`src/rtl/lms_echo_canceller_tdm.sv`:
```
// rtl/lms_echo_canceller_tdm.sv - time-multiplexed LMS echo canceller with one shared MAC
module lms_echo_canceller_tdm #(
    parameter int DW       = 16,
    parameter int CW       = 16,
    parameter int TAPS     = 32,
    parameter int MU_SHIFT = 7,
    parameter int AW       = 8
) (
    input  logic          clk,
    input  logic          rst,
    input  logic          in_valid,
    output logic          in_ready,
    input  logic [DW-1:0] far_data,
    input  logic [DW-1:0] near_data,
    input  logic          adapt_en,
    input  logic          bypass,
    input  logic          coef_clr,
    input  logic          coef_we,
    input  logic [AW-1:0] coef_addr,
    input  logic [CW-1:0] coef_wdata,
    output logic [CW-1:0] coef_rdata,
    output logic          out_valid,
    output logic [DW-1:0] out_data,
    output logic [DW-1:0] est_data
);

    localparam int IW  = (TAPS > 1) ? $clog2(TAPS) : 1;
    localparam int ACW = DW + CW + $clog2(TAPS);
    // Working width for all saturating math; wide enough that no intermediate wraps.
    localparam int XW  = ACW + 2*DW + MU_SHIFT + 2;
    localparam logic [AW:0] TAPS_A = (AW+1)'(TAPS);

    typedef enum logic [1:0] {IDLE, FILT, ERR, UPD} state_t;

    state_t                state;
    logic signed [CW-1:0]  h [TAPS];
    logic signed [DW-1:0]  x [TAPS];
    logic signed [DW-1:0]  d;
    logic signed [DW-1:0]  e_r;
    logic signed [ACW-1:0] acc;
    logic [IW-1:0]         idx;
    logic                  byp_r;
    logic                  clr_seen;

    logic                  idx_last;
    logic                  addr_ok;
    logic signed [DW-1:0]  y_val;
    logic signed [DW-1:0]  e_val;
    logic signed [XW-1:0]  upd_sum;
    logic signed [CW-1:0]  h_new;

    function automatic logic signed [DW-1:0] sat_dw(input logic signed [XW-1:0] v);
        if ((&v[XW-1:DW-1]) || !(|v[XW-1:DW-1]))
            return v[DW-1:0];
        return v[XW-1] ? {1'b1, {(DW-1){1'b0}}} : {1'b0, {(DW-1){1'b1}}};
    endfunction

    function automatic logic signed [CW-1:0] sat_cw(input logic signed [XW-1:0] v);
        if ((&v[XW-1:CW-1]) || !(|v[XW-1:CW-1]))
            return v[CW-1:0];
        return v[XW-1] ? {1'b1, {(CW-1){1'b0}}} : {1'b0, {(CW-1){1'b1}}};
    endfunction

    assign in_ready = (state == IDLE);
    assign idx_last = (idx == IW'(TAPS-1));
    assign addr_ok  = ({1'b0, coef_addr} < TAPS_A);

    assign y_val   = byp_r ? '0 : sat_dw(XW'(acc) >>> (CW-1));
    assign e_val   = sat_dw(XW'(d) - XW'(y_val));
    // Round-half-up LMS step: delta = (e*x + half) >>> (DW-1+MU_SHIFT)
    assign upd_sum = XW'(h[idx])
                   + ((XW'(e_r) * XW'(x[idx]) + (XW'(1) <<< (DW-2+MU_SHIFT))) >>> (DW-1+MU_SHIFT));
    assign h_new   = sat_cw(upd_sum);

    always_ff @(posedge clk) begin
        if (rst) begin
            state      <= IDLE;
            idx        <= '0;
            acc        <= '0;
            d          <= '0;
            e_r        <= '0;
            byp_r      <= 1'b0;
            clr_seen   <= 1'b0;
            out_valid  <= 1'b0;
            out_data   <= '0;
            est_data   <= '0;
            coef_rdata <= '0;
            for (int k = 0; k < TAPS; k++) begin
                h[k] <= '0;
                x[k] <= '0;
            end
        end else begin
            out_valid  <= 1'b0;
            coef_rdata <= addr_ok ? h[coef_addr[IW-1:0]] : '0;

            case (state)
                IDLE: begin
                    if (in_valid) begin
                        for (int k = TAPS-1; k > 0; k--)
                            x[k] <= x[k-1];
                        x[0]     <= far_data;
                        d        <= near_data;
                        byp_r    <= bypass;
                        clr_seen <= 1'b0;
                        acc      <= '0;
                        idx      <= '0;
                        state    <= bypass ? ERR : FILT;
                    end
                end
                FILT: begin
                    acc <= acc + ACW'(h[idx]) * ACW'(x[idx]);
                    idx <= idx + 1'b1;
                    if (idx_last)
                        state <= ERR;
                end
                ERR: begin
                    out_valid <= 1'b1;
                    out_data  <= e_val;
                    est_data  <= y_val;
                    e_r       <= e_val;
                    idx       <= '0;
                    state     <= (adapt_en && !byp_r && !clr_seen && !coef_clr) ? UPD : IDLE;
                end
                UPD: begin
                    h[idx] <= h_new;
                    idx    <= idx + 1'b1;
                    if (idx_last)
                        state <= IDLE;
                end
            endcase

            // A clear wins over everything and cancels any remaining update pass.
            if (coef_clr) begin
                for (int k = 0; k < TAPS; k++) begin
                    h[k] <= '0;
                    x[k] <= '0;
                end
                clr_seen <= 1'b1;
                if (state == UPD)
                    state <= IDLE;
            end else if (coef_we && state == IDLE && addr_ok) begin
                h[coef_addr[IW-1:0]] <= coef_wdata;
            end
        end
    end

endmodule

```
`config.mk`:
```
export PLATFORM = sky130hd
export DESIGN_NAME = lms_echo_canceller_tdm
export DESIGN_NICKNAME = d
export VERILOG_FILES = /design/src/rtl/lms_echo_canceller_tdm.sv
export SDC_FILE = /design/constraint.sdc
export NUM_CORES = 2
export LEC_CHECK = 0
export CAP_MARGIN = 20
export CORE_MARGIN = 3
export CORE_UTILIZATION = 42
export CTS_CLUSTER_DIAMETER = 50
export DETAILED_ROUTE_END_ITERATION = 12
export HOLD_SLACK_MARGIN = 0.12
export MAX_ROUTING_LAYER = met4
export PLACE_DENSITY = 0.56
export SETUP_SLACK_MARGIN = 0.15
export SLEW_MARGIN = 20
export SYNTH_ARGS = -nofsm -noshare
export SYNTH_HDL_FRONTEND = slang
export SYNTH_SLANG_ARGS = --single-unit
```
`constraint.sdc`:
```
create_clock -name clk -period 11.3 [get_ports clk]
set_clock_uncertainty 0.2 [all_clocks]
set_input_delay 1.695 -clock clk [delete_from_list [all_inputs] [get_ports clk]]
set_output_delay 1.695 -clock clk [all_outputs]
set_load 0.01 [all_outputs]
```
==> impl_table.tex <==
\begin{tabular}{lr}
\hline
Metric & Value \\
\hline
\multicolumn{2}{l}{\textbf{Run status}} \\
Run status & complete, no violations \\
\multicolumn{2}{l}{\textbf{Clock tree}} \\
Number of buffers inserted during clock tree synthesis & about 140 \\
Max H-tree Level & 4 \\
Number of clock sinks & 1140 \\
Register clock-pin slew on the reported worst setup and hold paths & 0.06 ns \\
TritonCTS clock tree & yes \\
Latest clock arrival within the worst-skew pair & 0.84 ns \\
Buffer levels on the longest clock path & 3 \\
CTS root buf & sky130\_fd\_sc\_hd\_\_clkbuf\_16 \\
\multicolumn{2}{l}{\textbf{Yosys}} \\
Post-Synthesis Net Count & around 6900 \\
Most area-hungry cell type in the Yosys netlist & sky130\_fd\_sc\_hd\_\_edfxtp\_1 \\
Avg Cell Area, Syn & 12.6 sq um \\
Flip-flop cell with the highest count after synthesis & sky130\_fd\_sc\_hd\_\_edfxtp\_1 \\
Gate count after technology mapping & 6052 \\
Warnings, synthesis & 0 \\
Area share of the leading cell type in the synthesized netlist & 0.403 \\
Sequential area share after synthesis & 0.434 \\
Post-synth cell types & 78 \\
Fraction of registers with async set/reset & 0 \\
Post-synthesis sequential element count & 1140 \\
Cell area after synthesis & 0.0763 sq mm \\
Number of synthesized flops with an enable pin & around 1000 \\
Leading post-synthesis cells by cell area & sky130\_fd\_sc\_hd\_\_edfxtp\_1 (40\%), sky130\_fd\_sc\_hd\_\_fa\_1 (15\%), sky130\_fd\_sc\_hd\_\_mux4\_2 (14\%) \\
\multicolumn{2}{l}{\textbf{Route}} \\
Total via count in the routed design & 50100 \\
DRC errors left & 0 \\
Antenna Nets Post-Route & 0 \\
Wire length per cell after detailed routing & 25.8 um \\
Final Routed Wirelength & 223 mm \\
Via-to-Cell Ratio & between 5 and 6 \\
Initial DRC count & 5330 \\
Router iterations before antenna repair & 7 \\
\multicolumn{2}{l}{\textbf{Worst setup path}} \\
Worst stage delay on the critical path & 0.54 ns \\
Crit start category & flip-flop \\
Type of the setup path with the least slack & reg -> reg \\
Worst EP arrival & 11.12 ns \\
Kind of end point of the critical path & flip-flop \\
Number of buffers and inverters on the critical path & 14 \\
Delay-heaviest family, CP & adder cells \\
Worst path slowest cell & sky130\_fd\_sc\_hd\_\_fa\_1 \\
Data required time at the worst endpoint & roughly 12 ns \\
Max Fanout on Critical Path & 16 \\
\multicolumn{2}{l}{\textbf{Floorplanning}} \\
Die height & 432 um \\
Width of the chip & 432 um \\
Initial core utilization & 0.425 \\
Number of top-level pins & 113 \\
Row Count & 155 \\
Core outline area & 0.179 sq mm \\
Total die area & 0.187 sq mm \\
\multicolumn{2}{l}{\textbf{Layout}} \\
Layout cell share with drive strength beyond 1 & 0.175 \\
Layout overhead on the synthesized area & 13.4\% \\
Number of standard cells in the layout, taps in and fillers out & $\sim$8600 \\
Number of nets in the layout & 7023 \\
Leading cell type in the layout, fill and taps excluded & sky130\_fd\_sc\_hd\_\_edfxtp\_1 \\
Top library cells by usage in the layout, fill and taps aside & sky130\_fd\_sc\_hd\_\_edfxtp\_1 (1024), sky130\_fd\_sc\_hd\_\_inv\_1 (625), sky130\_fd\_sc\_hd\_\_fa\_1 (588) \\
\multicolumn{2}{l}{\textbf{GRT}} \\
Met1 usage in global routing & 0.338 \\
GR Overflow Total & 0 \\
Gr busiest metal & met2 \\
Wire length of the first global-routing pass & 335 mm \\
Global-route met3 utilization & 0.0398 \\
Initial antenna violation count & 12 \\
Met2 usage in global routing & 0.378 \\
Total global-route track usage & 0.247 \\
Largest net degree at the start of global routing & around 300 \\
Number of global-route vias before repair & roughly 52000 \\
\multicolumn{2}{l}{\textbf{STA}} \\
Setup repair after global routing missed its margin & false \\
Worst slew slack as a fraction of its limit & 0.210 \\
Min Tclk post-route & 10.76 ns \\
Count of endpoints failing hold in the final timing report & 0 \\
Max Clock Freq & 92.9 MHz \\
Final setup fails & 0 \\
Tightest Pin Transition & 1.18 ns \\
Final TNS setup & 0 ns \\
Period utilisation layout & 0.953 \\
Number of pins with negative max-slew slack in the final report & 0 \\
\multicolumn{2}{l}{\textbf{Placement}} \\
Count of buffers inserted at the top-level ports & 112 \\
Cell count after placement & 8304 \\
Gpl congestion & approximately 0.91 \\
Half-perimeter wire length of the detailed placement result & 147 mm \\
\multicolumn{2}{l}{\textbf{Power and ir drop}} \\
Reported leakage power & 36.1 nW \\
Worst vdd ir & 0.362 mV \\
Power per standard cell area & 206 mW/mm\^{}2 \\
\multicolumn{2}{l}{\textbf{Min path}} \\
Hold WC Path Type & reg -> reg \\
\multicolumn{2}{l}{\textbf{Flow run}} \\
Maxcap violations & 0 \\
\hline
\end{tabular}
-- power breakdown --
part | switching (W) | leakage [nW] | total [W] | internal [W]
sequential | 0.000262 | 12.5 | 0.00514 | 0.00488
clock | 0.00199 | 2.32 | 0.00467 | 0.00267
combinational | 0.00500 | 21.3 | 0.00803 | 0.00303
-- worst min-delay path, delay by kind of cell, from the launching register on --
family           cells  cell delay, ns
AND/OR/NAND/NOR      1            0.05
flip-flops           1            0.31
AO/OA/AOI/OAI        1            0.05
-- registers in the layout (all words and copies together), names as in the netlist, 2 cells and up, named ones only --
register	count
acc	37
coef_rdata	16
d	16
e_r	16
est_data	16
h	512
idx	5
state	2
x	512
-- worst paths after layout --
check / start / end / slack (ns) / depth (start not counted)
setup / recovery: flip-flop / h[25][0] / 0.54 / 42
hold / removal: d[5] / d[5] / 0.26 / 2
setup reg to reg: flip-flop / h[25][0] / 0.54 / 42
hold reg to reg: d[5] / d[5] / 0.26 / 2
-- through the flow --
stage	util	hold WS [ns]	cell area (sq um)	total power [W]	setup slack, ns
after CTS	0.478	0.266	85800	0.0176	0.153
after global routing	0.482	0.284	86500	0.0189	0.106
final	0.482	0.262	86500	0.0178	0.535
after detailed placement	0.450	0.258	80800	0.0128	-0.162
after floorplan	-	0.236	76300	0.0101	0.401
after global placement	0.450	0.250	80800	0.0127	-0.0590
-- kinds of logic after synthesis --
group	Yosys count	share of synthesized area
AND/OR/NAND/NOR	1919	0.125
flip-flops	1140	0.434
buffers and inverters	1101	0.0558
adder cells (fa/ha/maj)	818	0.192
multiplexers	545	0.147
AO/OA/AOI/OAI	458	0.0381
XOR/XNOR	71	0.00815
-- Yosys cell counts (all sizes together) (17+ instances only) --
cell and n:
a22oi 23, ha 229, mux2i 60, mux4 460
mux2 25, nand2 409, o21ai 53, a21o 24
inv 626, nor2 487, edfxtp 1024, fa 589
and3 521, nor2b 68, clkbuf 366, nand3 50
xor2 24, a211oi 19, a21oi 218, buf 109
and2 102, or2 22, nor3 187, o21a 20
o31ai 17, dfxtp 116, nand2b 25, xnor2 47
-- routing by layer --
| layer | share of wire | vias to the layer above |
|---|---|---|
| met1 | 0.42 | 26000 |
| met3 | 0.075 | 399 |
| met5 | 0 | - |
| met4 | 0.038 | 0 |
| li1 | - | 21700 |
| met2 | 0.46 | 1970 |
-- repair_timing --
action,4_1_cts,5_1_grt
pin swaps,2,4
setup buffers,7,32
hold buffers,0,0
gates resized for setup,10,51
gates cloned,0,8
setup endpoints to repair,448,512
-- layout make-up --
type                    count  area [sq um]
clock buffers             180          3790
fillers                 15900         92900
well taps                2355          2950
diodes                     14          35.0
multi-input cells        3813         39300
repair buffers            417          3900
clock inverters            83          1070
inverters                 626          2350
flip-flops and latches   1140         33100
Power figures use the tool's default switching activity.
